**src/rtl/mult_hilo_unit_pkg.sv**
```systemverilog
// Shared definitions for the HI/LO capture stage of the iterative multiplier:
// FSM state encodings, HI/LO select codes and default sizing constants.
package mult_hilo_unit_pkg;

  typedef enum logic [1:0] {
    ST_IDLE = 2'd0,
    ST_ARM  = 2'd1,
    ST_WAIT = 2'd2
  } hilo_state_e;

  localparam logic HILO_SEL_LO = 1'b0;
  localparam logic HILO_SEL_HI = 1'b1;

  localparam int DEFAULT_DATA_W  = 16;
  localparam int DEFAULT_TIMEOUT = 48;
  localparam int DEFAULT_CNT_W   = 6;

endpackage

```
**src/rtl/mult_hilo_unit_watchdog.sv**
```systemverilog
// Cycle counter that measures how long a multiply has been in flight and
// flags expiry once the count reaches TIMEOUT.
module mult_watchdog
  import mult_hilo_unit_pkg::*;
#(
  parameter int TIMEOUT = DEFAULT_TIMEOUT,
  parameter int CNT_W   = DEFAULT_CNT_W
) (
  input  logic clk,
  input  logic rst,
  input  logic clear,
  input  logic enable,
  output logic expired
);

  localparam logic [CNT_W-1:0] TIMEOUT_CNT = CNT_W'(TIMEOUT);

  logic [CNT_W-1:0] count_q;
  logic [CNT_W-1:0] count_d;

  // clear wins over enable so a fresh operation always starts counting from zero
  always_comb begin
    count_d = count_q;
    if (clear) begin
      count_d = '0;
    end else if (enable) begin
      count_d = count_q + CNT_W'(1);
    end
  end

  always_ff @(posedge clk or posedge rst) begin
    if (rst) begin
      count_q <= '0;
    end else begin
      count_q <= count_d;
    end
  end

  assign expired = (count_q == TIMEOUT_CNT);

endmodule

```
**src/rtl/mult_hilo_unit.sv**
```systemverilog
// HI/LO register stage behind the iterative multiplier: captures the product,
// serves mfhi/mflo/mthi/mtlo, stalls reads while busy and flags hangs/overruns.
module mult_hilo_unit
  import mult_hilo_unit_pkg::*;
#(
  parameter int DATA_W  = DEFAULT_DATA_W,
  parameter int TIMEOUT = DEFAULT_TIMEOUT,
  parameter int CNT_W   = DEFAULT_CNT_W
) (
  input  logic                  clk,
  input  logic                  rst,
  input  logic                  start,
  input  logic [2*DATA_W-1:0]   mul_r,
  input  logic                  mul_valid,
  input  logic                  rd_req,
  input  logic                  rd_sel,
  output logic [DATA_W-1:0]     rd_data,
  input  logic                  wr_en,
  input  logic [DATA_W-1:0]     wr_data,
  output logic                  busy,
  output logic                  stall,
  output logic                  done,
  output logic                  err_timeout,
  output logic                  err_overrun
);

  hilo_state_e       state_q, state_d;
  logic [DATA_W-1:0] hi_q, hi_d;
  logic [DATA_W-1:0] lo_q, lo_d;
  logic              done_q, done_d;
  logic              err_timeout_q, err_timeout_d;
  logic              err_overrun_q, err_overrun_d;
  logic              wd_clear;
  logic              wd_expired;

  mult_watchdog #(
    .TIMEOUT (TIMEOUT),
    .CNT_W   (CNT_W)
  ) u_watchdog (
    .clk     (clk),
    .rst     (rst),
    .clear   (wd_clear),
    .enable  (busy),
    .expired (wd_expired)
  );

  assign busy    = (state_q != ST_IDLE);
  assign stall   = rd_req & busy;
  assign rd_data = (rd_sel == HILO_SEL_HI) ? hi_q : lo_q;
  assign done        = done_q;
  assign err_timeout = err_timeout_q;
  assign err_overrun = err_overrun_q;

  // ARM only moves on once validity is low so a level left over from the
  // previous product can never be mistaken for the new one.
  always_comb begin
    state_d       = state_q;
    hi_d          = hi_q;
    lo_d          = lo_q;
    done_d        = 1'b0;
    err_timeout_d = err_timeout_q;
    err_overrun_d = err_overrun_q | (start & busy);
    wd_clear      = 1'b0;

    case (state_q)
      ST_IDLE: begin
        if (wr_en) begin
          if (rd_sel == HILO_SEL_HI) begin
            hi_d = wr_data;
          end else begin
            lo_d = wr_data;
          end
        end
        if (start) begin
          state_d  = ST_ARM;
          wd_clear = 1'b1;
        end
      end
      ST_ARM: begin
        if (wd_expired) begin
          state_d       = ST_IDLE;
          err_timeout_d = 1'b1;
        end else if (!mul_valid) begin
          state_d = ST_WAIT;
        end
      end
      ST_WAIT: begin
        if (mul_valid) begin
          hi_d    = mul_r[2*DATA_W-1:DATA_W];
          lo_d    = mul_r[DATA_W-1:0];
          done_d  = 1'b1;
          state_d = ST_IDLE;
        end else if (wd_expired) begin
          state_d       = ST_IDLE;
          err_timeout_d = 1'b1;
        end
      end
      default: begin
        state_d = ST_IDLE;
      end
    endcase
  end

  always_ff @(posedge clk or posedge rst) begin
    if (rst) begin
      state_q       <= ST_IDLE;
      hi_q          <= '0;
      lo_q          <= '0;
      done_q        <= 1'b0;
      err_timeout_q <= 1'b0;
      err_overrun_q <= 1'b0;
    end else begin
      state_q       <= state_d;
      hi_q          <= hi_d;
      lo_q          <= lo_d;
      done_q        <= done_d;
      err_timeout_q <= err_timeout_d;
      err_overrun_q <= err_overrun_d;
    end
  end

endmodule

```
**config.mk**
```make
export PLATFORM = sky130hd
export DESIGN_NAME = mult_hilo_unit
export DESIGN_NICKNAME = d
export VERILOG_FILES = /design/src/rtl/mult_hilo_unit_pkg.sv /design/src/rtl/mult_hilo_unit_watchdog.sv /design/src/rtl/mult_hilo_unit.sv
export SDC_FILE = /design/constraint.sdc
export NUM_CORES = 1
export LEC_CHECK = 0
export ABC_AREA = 1
export BUFFER_PORTS_ARGS = -buffer_cell sky130_fd_sc_hd__buf_2
export CORE_ASPECT_RATIO = 1.1
export CORE_UTILIZATION = 55
export DETAILED_ROUTE_END_ITERATION = 10
export GPL_TIMING_DRIVEN = 0
export PLACE_DENSITY = 0.95
export SLEW_MARGIN = 15
export SYNTH_ARGS = -nofsm -noshare
export SYNTH_HDL_FRONTEND = slang
export SYNTH_SLANG_ARGS = --single-unit
```
**constraint.sdc**
```tcl
create_clock -name clk -period 2.25 [get_ports clk]
set_input_delay 0.1125 -clock clk [delete_from_list [all_inputs] [get_ports clk]]
set_output_delay 0.1125 -clock clk [all_outputs]
set_load 0.1 [all_outputs]
```
==> impl_metrics.py, run 1 <==
metrics = {
    "sta": {
        "finalMaxSlewViolations": 0,
        "rsz0062_at_grt": "no",
        "tightest_slew_ns": 0.5673,
        "finalCriticalPeriod_ns": 1.728,
        "finClkSkew_ns": 0.006862,
        "slew_headroom": 0.6218,
        "setup_tns_ns": 0,
        "min_period_over_period": 0.7680,
        "hold_viol_final": 0,
        "setup_viol": 0,
        "fmax_mhz": 578.7,
    },
    "power": {
        "p_leak_nw": 1.715,
        "power_density_mw_per_mm2": 1557,
        "ir_worst_vdd_mv": 0.9298,
    },
    "cells_and_area": {
        "fin_util": 0.7031,
        "drive_gt1_frac": 0.2917,
        "fillerInstances": 330,
        "layout.nets": 464,
        "synthToLayoutAreaGrowth_pct": 22.48,
        "num_antenna_cells": 0,
    },
    "clocking": {
        "post_cts_buffers": 0,
        "clkSlewWorstSetupHoldPaths_ns": 0.08,
        "cts_made_buffers": 5,
        "cts_htree_levels": 2,
        "clock-sinks": 43,
        "clk_latency_ns": 0.30,
        "cts_tree": "yes",
        "cts_buffer_depth": 2,
        "clock-root-buffer": "clkbuf_8",
    },
    "route": {
        "routed_wl_um": 6738,
        "ant_nets": 0,
        "avgViaCountPerCell": 5.565,
        "first_iter_violations": 241,
        "first_pass_iters": 5,
        "num_vias": 2571,
        "drc": 0,
        "wire_per_inst_um": 14.58,
    },
    "die": {
        "coreArea_mm2": 0.004285,
        "std_cell_rows": 25,
        "pin_count": 76,
        "die_h_um": 72.14,
        "start_util": 0.5740,
        "die_width_um": 65.77,
        "die_area_mm2": 0.004744,
    },
    "grt": {
        "grt_max_degree": 37,
        "grt_pass1_vias": 2461,
        "grt_overflow": 0,
        "grt_pass1_wl_um": 11160,
        "grt_usage": 0.3136,
        "antenna_found_initial": 0,
    },
    "logic_synthesis": {
        "avgSynthCellArea_um2": 7.592,
        "syn-cell-area_mm2": 0.002460,
        "postSynthCellCount": 324,
        "syn_nets": 381,
        "synthDistinctLibCells": 24,
        "synth_top_flop_cell": "dfrtp_1",
        "synthArstFlopShare": 1.000,
        "ys_ff_latch": 43,
        "yosysWarnings": 0,
        "synth_edf_count": 0,
        "ys_seq_area_frac": 0.4374,
    },
    "place": {
        "portBuffers": 74,
        "dp_hpwl_um": 4768,
        "routabilityCongestion": 0.9219,
    },
    "setup_path": {
        "r2r_start": "state_q[1]$_DFFE_PP0P_",
        "crit_type": "reg -> reg",
        "cp-startpoint": "state_q[1]$_DFFE_PP0P_",
        "critPathLaunchType": "flip-flop",
        "critical_path_arrival_ns": 1.92,
        "crit_path_top_delay_cell": "dfrtp_1",
        "cp.required_ns": 2.44,
        "critPathMaxFanout": 10,
        "max_stage_delay_ns": 0.38,
        "crit_chain": "buf_2 -> nor2_2 -> nand2_2 -> clkbuf_1 -> nand3_1 -> nand2_1",
        "end_kind": "flip-flop",
    },
    "outcome": {
        "status": "complete, no violations",
    },
    "worst_hold_path": {
        "hold_class": "in -> reg",
        "worstHoldStart": "start",
    },
    "run": {
        "cap_viol_max_count": 0,
    },
}
## cell type report
cell class / instances / area, um2 / area share
Buffer: 18 / 103.9 / 0.03447
Clock buffer: 6 / 72.57 / 0.02409
Clock inverter: 2 / 12.51 / 0.004153
Inverter: 16 / 60.06 / 0.01993
Multi-Input combinational cell: 247 / 1220 / 0.4049
Sequential cell: 43 / 1076 / 0.3571
Tap cell: 54 / 67.56 / 0.02243
Timing Repair Buffer: 76 / 400.4 / 0.1329
## power breakdown
group | switching, mW | internal (mW)
sequential | 0.179 | 1.09
combinational | 2.26 | 0.675
clock | 0.274 | 0.217
## synthesized netlist by cell type, drive strengths merged (2+ instances only)
master	instances	area (um2)
mux2	16	180.2
nand4	2	12.51
ha	2	25.02
nor2	10	40.04
dfrtp	43	1076
nand2	135	531.8
o21ai	7	46.30
nand3	70	350.3
buf	11	77.57
clkbuf	7	26.28
inv	15	56.30
## critical path, delay by kind of cell (launching register included)
kind / cells / cell delay (ns)
buffers and inverters: 2 / 0.50
AND/OR/NAND/NOR: 4 / 0.74
flip-flops: 1 / 0.38
## layer usage
metal,vias to the layer above,GRT usage,share of wire
met4,0,0.1353,0.028
met2,129,0.5125,0.50
met5,-,0,0
met1,1202,0.4039,0.40
met3,23,0.05975,0.076
li1,1217,-,-
## state kept, by name (all words and copies together) (netlist names)
register	flops
hi_q	16
lo_q	16
u_watchdog.count_q	6
state_q	2
done	1
err_overrun	1
err_timeout	1
## through the flow
step / total power, mW / hold WS [ns] / cell area (um2) / worst slack [ns] / std cells
after CTS: 4.658 / 0.1116 / 3013 / 0.5470 / 462
after detailed placement: 4.174 / 0.02713 / 2918 / 0.5540 / 453
final: 4.692 / 0.1182 / 3013 / 0.5219 / 462
after global placement: 4.078 / 0.4109 / 2898 / 0.5996 / 452
after floorplan: 3.623 / 0.2901 / 2460 / 0.2792 / 324
after global routing: 4.971 / 0.1490 / 3013 / 0.3799 / 462
## placed cells by master (no fill, tap or decap)
cell and instances:
buf_4 4, clkbuf_8 5, nor2_1 9, a21o_1 1, a21oi_1 1, o21bai_1 1, ha_1 2, o21ai_4 1
nand2_4 2, nand2_2 4, clkinv_2 1, nor2_2 1, buf_6 2, clkinv_1 1, dlygate4sd3_1 1, nand3_1 70
clkbuf_1 8, inv_2 2, buf_12 1, inv_1 13, clkinvlp_4 1, mux2_2 16, buf_2 79, or2_1 1
nand4_1 2, nor3b_1 1, nand2_1 129, o21ai_0 6, dfrtp_1 43
## timing repair
action | 4_1_cts | 5_1_grt
hold endpoints to repair | 43 | 0
resized for setup | 0 | 0
hold buffers | 1 | 0
## kinds of logic (layout without fill, tap and decap cells)
logic type                 count (synthesis)  after routing  synth area share
and+or+nand+nor                          219            219            0.3856
DFF                                       43             43            0.4374
buffers and inverters                     34            118           0.06663
muxes                                     16             16           0.07324
AOI/OAI and AO/OA                         10             10           0.02696
adders and majority gates                  2              2           0.01017
## path summary, 6_finish.rpt
| kind | end | slack (ns) | cells past startpoint |
|---|---|---|---|
| min in group asynchronous | done$_DFF_PP0_ | 0.27 | 3 |
| worst max register to register | lo_q[2]$_DFFE_PP0P_ | 0.52 | 6 |
| worst min register to register | err_timeout$_DFFE_PP0P_ | 0.46 | 1 |
| worst min-delay path | err_overrun$_DFF_PP0_ | 0.12 | 3 |
| worst max-delay path | lo_q[2]$_DFFE_PP0P_ | 0.52 | 6 |
| max in group asynchronous | lo_q[4]$_DFFE_PP0P_ | 1.55 | 4 |
(Power assumes the default switching activity.)
==> run 2, diff against run 1 <==
--- a/config.mk
+++ b/config.mk
@@ -5,13 +5,13 @@
 export SDC_FILE = /design/constraint.sdc
 export NUM_CORES = 1
 export LEC_CHECK = 0
-export ABC_AREA = 1
+export ABC_AREA = 0
 export BUFFER_PORTS_ARGS = -buffer_cell sky130_fd_sc_hd__buf_2
 export CORE_ASPECT_RATIO = 1.1
-export CORE_UTILIZATION = 55
+export CORE_UTILIZATION = 46
 export DETAILED_ROUTE_END_ITERATION = 10
 export GPL_TIMING_DRIVEN = 0
-export PLACE_DENSITY = 0.95
+export PLACE_DENSITY = 0.86
 export SLEW_MARGIN = 15
 export SYNTH_ARGS = -nofsm -noshare
 export SYNTH_HDL_FRONTEND = slang
==> constraint.sdc (replaced) <==
create_clock -name clk -period 1.5 [get_ports clk]
set_input_delay 0.075 -clock clk [delete_from_list [all_inputs] [get_ports clk]]
set_output_delay 0.075 -clock clk [all_outputs]
set_load 0.1 [all_outputs]
==> impl_metrics.py, run 2 <==
metrics = {
    "worst_hold_path": {
        "hold-path-cell-count": 2,
        "hold_class": "in -> reg",
        "hold-path-endpoint": "u_watchdog.count_q[1]$_DFFE_PP0P_",
        "worstHoldStart": "start",
    },
    "power": {
        "p_leak_nw": 1.713,
        "ir_worst_vdd_mv": 1.637,
        "power_density_mw_per_mm2": 2368,
    },
    "clocking": {
        "clkSlewWorstSetupHoldPaths_ns": 0.08,
        "clk_latency_ns": 0.29,
        "cts_made_buffers": 5,
        "clock-sinks": 43,
        "cts_tree": "yes",
        "cts_buffer_depth": 2,
        "clock-root-buffer": "clkbuf_8",
        "cts_htree_levels": 2,
    },
    "sta": {
        "hold_viol_final": 0,
        "finalWorstSetupSlack_ns": -0.1906,
        "finalMaxSlewViolations": 0,
        "finClkSkew_ns": 0.007223,
        "fmax_mhz": 591.5,
        "worst_hold_slack_ns": 0.04934,
        "rsz0062_at_grt": "yes",
        "setup_viol": 34,
        "min_period_over_period": 1.127,
        "slew_headroom": 0.6701,
        "tightest_slew_ns": 0.4982,
        "finalCriticalPeriod_ns": 1.691,
    },
    "die": {
        "pin_count": 76,
        "std_cell_rows": 27,
        "die_h_um": 77.83,
        "die_area_mm2": 0.005521,
        "start_util": 0.4778,
        "die_width_um": 70.94,
        "coreArea_mm2": 0.005034,
    },
    "logic_synthesis": {
        "avgSynthCellArea_um2": 13.43,
        "ys_ff_latch": 43,
        "synth.area.mux_share": 0.3902,
        "syn_nets": 236,
        "ys_top_cells_by_count": "mux2_2, dfrtp_1, mux2_4",
        "ys_seq_area_frac": 0.4475,
        "synth_top_area_frac": 0.4475,
        "synth.most_common_cell": "mux2_2",
        "synth_edf_count": 0,
        "yosysWarnings": 0,
        "synth_xor_area_frac": 0.003642,
        "synthDistinctLibCells": 34,
        "synthAdderAreaFrac": 0.01041,
        "synth_top_family_by_area": "multiplexers",
        "synth_top_flop_cell": "dfrtp_1",
        "synthSimpleGateAreaFrac": 0.05515,
        "synthArstFlopShare": 1.000,
        "postSynthCellCount": 179,
        "synth_area_leaders": "dfrtp_1, mux2_2, mux2_4",
        "syn-cell-area_mm2": 0.002405,
        "synth_compound_area_frac": 0.04683,
        "yosys.area.top_type": "dfrtp_1",
    },
    "grt": {
        "grt_max_degree": 28,
        "grt_pass1_vias": 1940,
        "grt_overflow": 0,
        "grt_usage": 0.2131,
        "grt_pass1_wl_um": 9114,
        "antenna_found_initial": 0,
    },
    "setup_path": {
        "r2r_slack_ns": -0.19,
        "cp.required_ns": 1.67,
        "crit_type": "reg -> reg",
        "end_kind": "flip-flop",
        "critPathLaunchType": "flip-flop",
        "reg2reg_to": "lo_q[4]$_DFFE_PP0P_",
        "critical_path_arrival_ns": 1.86,
        "r2r_cells": 5,
        "critPathMaxFanout": 5,
        "r2r_start": "state_q[1]$_DFFE_PP0P_",
    },
    "cells_and_area": {
        "fillerInstances": 365,
        "layout_commonest_cell": "buf_2",
        "fin_cells": 340,
        "top_regs": "hi_q x16, lo_q x16, u_watchdog.count_q x6",
        "most-common-layout-cells": "buf_2, mux2_4, dfrtp_1, mux2_2, buf_12",
        "fin_util": 0.6841,
        "drive_gt1_frac": 0.6915,
        "num_antenna_cells": 0,
        "layout.nets": 338,
        "synthToLayoutAreaGrowth_pct": 43.18,
    },
    "run": {
        "cap_viol_max_count": 0,
    },
    "route": {
        "wire_per_inst_um": 17.32,
        "first_pass_iters": 6,
        "routed_wl_um": 5890,
        "ant_nets": 0,
        "first_iter_violations": 81,
        "avgViaCountPerCell": 5.409,
        "num_vias": 1839,
        "drc": 0,
    },
    "place": {
        "dp_hpwl_um": 3737,
        "routabilityCongestion": 0.8051,
        "placed_cells": 312,
        "portBuffers": 74,
    },
    "outcome": {
        "violations": "negative setup slack",
        "status": "finished, violations left",
    },
}
[run 2: cell count changes after synthesis, moves of 6 or more]
cell      before  now
mux2_2        16   66
nand2_1      129    7
nand3_1       70    3
mux2_4         0   10
nor2_1         9    3
clkbuf_1       7    1
inv_1         14    4
[run 2: worst max-delay path by stage]
stage	slack (ns)	startpoint	endpoint
after global placement	-0.28	state_q[1]$_DFFE_PP0P_	lo_q[2]$_DFFE_PP0P_
after detailed placement	-0.31	state_q[1]$_DFFE_PP0P_	lo_q[3]$_DFFE_PP0P_
after global routing	-0.23	state_q[1]$_DFFE_PP0P_	lo_q[6]$_DFFE_PP0P_
after CTS	-0.16	state_q[1]$_DFFE_PP0P_	lo_q[15]$_DFFE_PP0P_
final	-0.19	state_q[1]$_DFFE_PP0P_	lo_q[4]$_DFFE_PP0P_
after floorplan	-0.13	state_q[0]$_DFFE_PP0P_	u_watchdog.count_q[3]$_DFFE_PP0P_
[run 2: worst max-delay path, cell delays in order, from the launching register on]
cell	delay, ns
dfrtp_2	0.45
or3b_4	0.40
a21oi_4	0.16
buf_6	0.15
buf_16	0.13
mux2_4	0.29
[run 2: cell families (layout without fill, tap and decap cells)]
family	Yosys count	in the layout
AO/OA/AOI/OAI	15	15
XOR/XNOR	1	1
adder cells (fa/ha/maj)	2	2
buffers and inverters	14	117
flip-flops	43	43
multiplexers	80	80
AND/OR/NAND/NOR	24	24
[run 2: timing repair]
action	in CTS	in global routing
cloned	1	2
hold buffers	2	0
pin swaps	4	4
endpoints found under the setup margin	35	45
setup buffers	12	4
endpoints found under the hold margin	17	0
gates resized for setup	26	44
[run 2: cell type report]
class / instances / area [um2] / share of cell area
flip-flops and latches: 43 / 1079 / 0.3132
repair buffers: 96 / 676.9 / 0.1966
clock inverters: 1 / 5.005 / 0.001453
inverters: 5 / 23.77 / 0.006904
multi-input cells: 122 / 1374 / 0.3990
clock buffers: 7 / 76.32 / 0.02217
well taps: 58 / 72.57 / 0.02108
plain buffers: 8 / 136.4 / 0.03961
[run 2: layer usage]
metal / global-route usage / wire (um) / vias to the layer above
met5: 0 / 0 / -
met4: 0.06800 / 30 / 0
met3: 0.04935 / 262 / 4
met2: 0.3731 / 3081 / 57
met1: 0.2575 / 2516 / 924
li1: - / - / 854
[run 2: per-stage QoR]
stage	setup TNS [ns]	power, mW	cell area (um2)	worst slack (ns)
after floorplan	-2.380	5.660	2419	-0.1318
after global placement	-12.51	6.236	2861	-0.2786
after detailed placement	-7.740	6.339	2882	-0.3093
after CTS	-4.405	7.514	3208	-0.1617
after global routing	-6.189	8.496	3443	-0.2276
final	-4.894	8.154	3443	-0.1906
[run 2: where the power goes]
| group | total [mW] | leakage [nW] | internal, mW | switching, mW |
|---|---|---|---|---|
| Combinational | 5.43 | 1.15 | 2.27 | 3.17 |
| Clock | 0.702 | 0.0422 | 0.327 | 0.375 |
| Sequential | 2.02 | 0.516 | 1.68 | 0.341 |
| Total | 8.15 | 1.71 | 4.27 | 3.88 |
==> run 3, diff against run 2 <==
==> constraint.sdc (replaced) <==
create_clock -name clk -period 1.4 [get_ports clk]
set_input_delay 0.07 -clock clk [delete_from_list [all_inputs] [get_ports clk]]
set_output_delay 0.07 -clock clk [all_outputs]
set_load 0.1 [all_outputs]
==> impl_metrics.py, run 3 (synthesis results as in run 2) <==
metrics = {
    "outcome": {
        "status": "finished, violations left",
        "violations": "negative setup slack",
    },
    "sta": {
        "min_period_over_period": 1.200,
        "worst_hold_slack_ns": 0.05298,
        "setup_viol": 35,
        "rsz0062_at_grt": "yes",
        "tightest_slew_ns": 0.4979,
        "hold_viol_final": 0,
        "slew_headroom": 0.6703,
        "finalMaxSlewViolations": 0,
        "fmax_mhz": 595.3,
        "finClkSkew_ns": 0.01002,
        "setup_tns_ns": -7.815,
        "finalWorstSetupSlack_ns": -0.2799,
        "finalCriticalPeriod_ns": 1.680,
    },
    "die": {
        "die_area_mm2": 0.005521,
        "std_cell_rows": 27,
        "die_h_um": 77.83,
        "die_width_um": 70.94,
        "coreArea_mm2": 0.005034,
        "pin_count": 76,
        "start_util": 0.4778,
    },
    "clocking": {
        "cts_made_buffers": 5,
        "clock-root-buffer": "clkbuf_8",
        "cts_tree": "yes",
        "cts_buffer_depth": 2,
        "cts_htree_levels": 2,
        "clock-sinks": 43,
        "clkSlewWorstSetupHoldPaths_ns": 0.08,
        "clk_latency_ns": 0.29,
    },
    "power": {
        "ir_worst_vdd_mv": 1.745,
        "p_leak_nw": 1.746,
        "power.total_mw": 8.845,
        "power_density_mw_per_mm2": 2536,
    },
    "route": {
        "ant_nets": 0,
        "routed_wl_um": 5915,
        "num_vias": 1839,
        "avgViaCountPerCell": 5.377,
        "drc": 0,
        "wire_per_inst_um": 17.30,
        "first_pass_iters": 6,
        "first_iter_violations": 58,
    },
    "place": {
        "portBuffers": 74,
        "dp_hpwl_um": 3737,
        "place_ws_ns": -0.4093,
        "placed_cells": 312,
        "routabilityCongestion": 0.8051,
        "placed_area_mm2": 0.002882,
    },
    "grt": {
        "grt_overflow": 0,
        "grt_pass1_vias": 1968,
        "grt_pass1_wl_um": 9522,
        "grt_usage": 0.2231,
        "antenna_found_initial": 0,
        "grt_max_degree": 28,
    },
    "setup_path": {
        "end_kind": "flip-flop",
        "crit_type": "reg -> reg",
        "critPathMaxFanout": 5,
        "cp.required_ns": 1.57,
        "critPathLaunchType": "flip-flop",
        "critical_path_arrival_ns": 1.85,
    },
    "cells_and_area": {
        "synthToLayoutAreaGrowth_pct": 45.01,
        "fillerInstances": 346,
        "top_regs": "hi_q x16, lo_q x16, u_watchdog.count_q x6",
        "num_antenna_cells": 0,
        "drive_gt1_frac": 0.7042,
        "multi_input_area_mm2": 0.001399,
        "register_area_mm2": 0.001077,
        "most-common-layout-cells": "buf_2, mux2_4, dfrtp_1, mux2_2, buf_6",
        "fin_cells": 342,
        "design_area_mm2": 0.003487,
        "fin_util": 0.6928,
        "layout_commonest_cell": "buf_2",
        "layout.nets": 340,
    },
    "run": {
        "cap_viol_max_count": 0,
    },
    "worst_hold_path": {
        "hold_class": "in -> reg",
    },
}
[run 3: cell types whose count changed in the layout (fill, tap and decap cells not counted), sizes merged]
cell and delta:
buf +3, clkbuf -1
[run 3: report_power, final]
part / total (mW) / switching (mW) / internal [mW]
registers: 2.13 / 0.340 / 1.79
clock network: 0.750 / 0.399 / 0.350
logic: 5.96 / 3.46 / 2.50
[run 3: worst max-delay path, cell delays in order (launching register included)]
cell	delay (ns)
dfrtp_2	0.44
or3b_4	0.40
a21oi_4	0.17
buf_6	0.15
buf_16	0.12
mux2_4	0.29
[run 3: per-layer routing]
| metal | global-route usage | part of all wire | vias to the layer above |
|---|---|---|---|
| li1 | - | - | 858 |
| met1 | 0.2736 | 0.43 | 915 |
| met2 | 0.3990 | 0.52 | 55 |
| met3 | 0.04545 | 0.042 | 11 |
| met4 | 0.05400 | 0.015 | 0 |
| met5 | 0 | 0 | - |
[run 3: final cells by class]
class,count,area share
inverter,5,0.006817
clock buffer,7,0.02189
timing repair buffer,97,0.1981
buffer,9,0.04090
clock inverter,1,0.001435
sequential,43,0.3089
tap,58,0.02081
multi-input combinational,122,0.4011
[run 3: what timing repair did]
item,in CTS,in global routing
pin swaps,5,3
endpoints found under the hold margin,17,0
resized for setup,44,33
endpoints found under the setup margin,49,38
hold buffers,2,0
setup buffers,14,4
gates cloned,2,1
[run 3: final timing paths]
path,slack [ns],cells after the start,endpoint,start
worst max-delay path,-0.28,5,lo_q[4]$_DFFE_PP0P_,state_q[1]$_DFFE_PP0P_
worst min-delay path,0.05,2,u_watchdog.count_q[1]$_DFFE_PP0P_,start
worst max register to register,-0.28,5,lo_q[4]$_DFFE_PP0P_,state_q[1]$_DFFE_PP0P_
worst min register to register,0.46,1,err_overrun$_DFF_PP0_,err_overrun$_DFF_PP0_
max in group asynchronous,0.63,4,hi_q[5]$_DFFE_PP0P_,rst
min in group asynchronous,0.30,3,err_overrun$_DFF_PP0_,rst
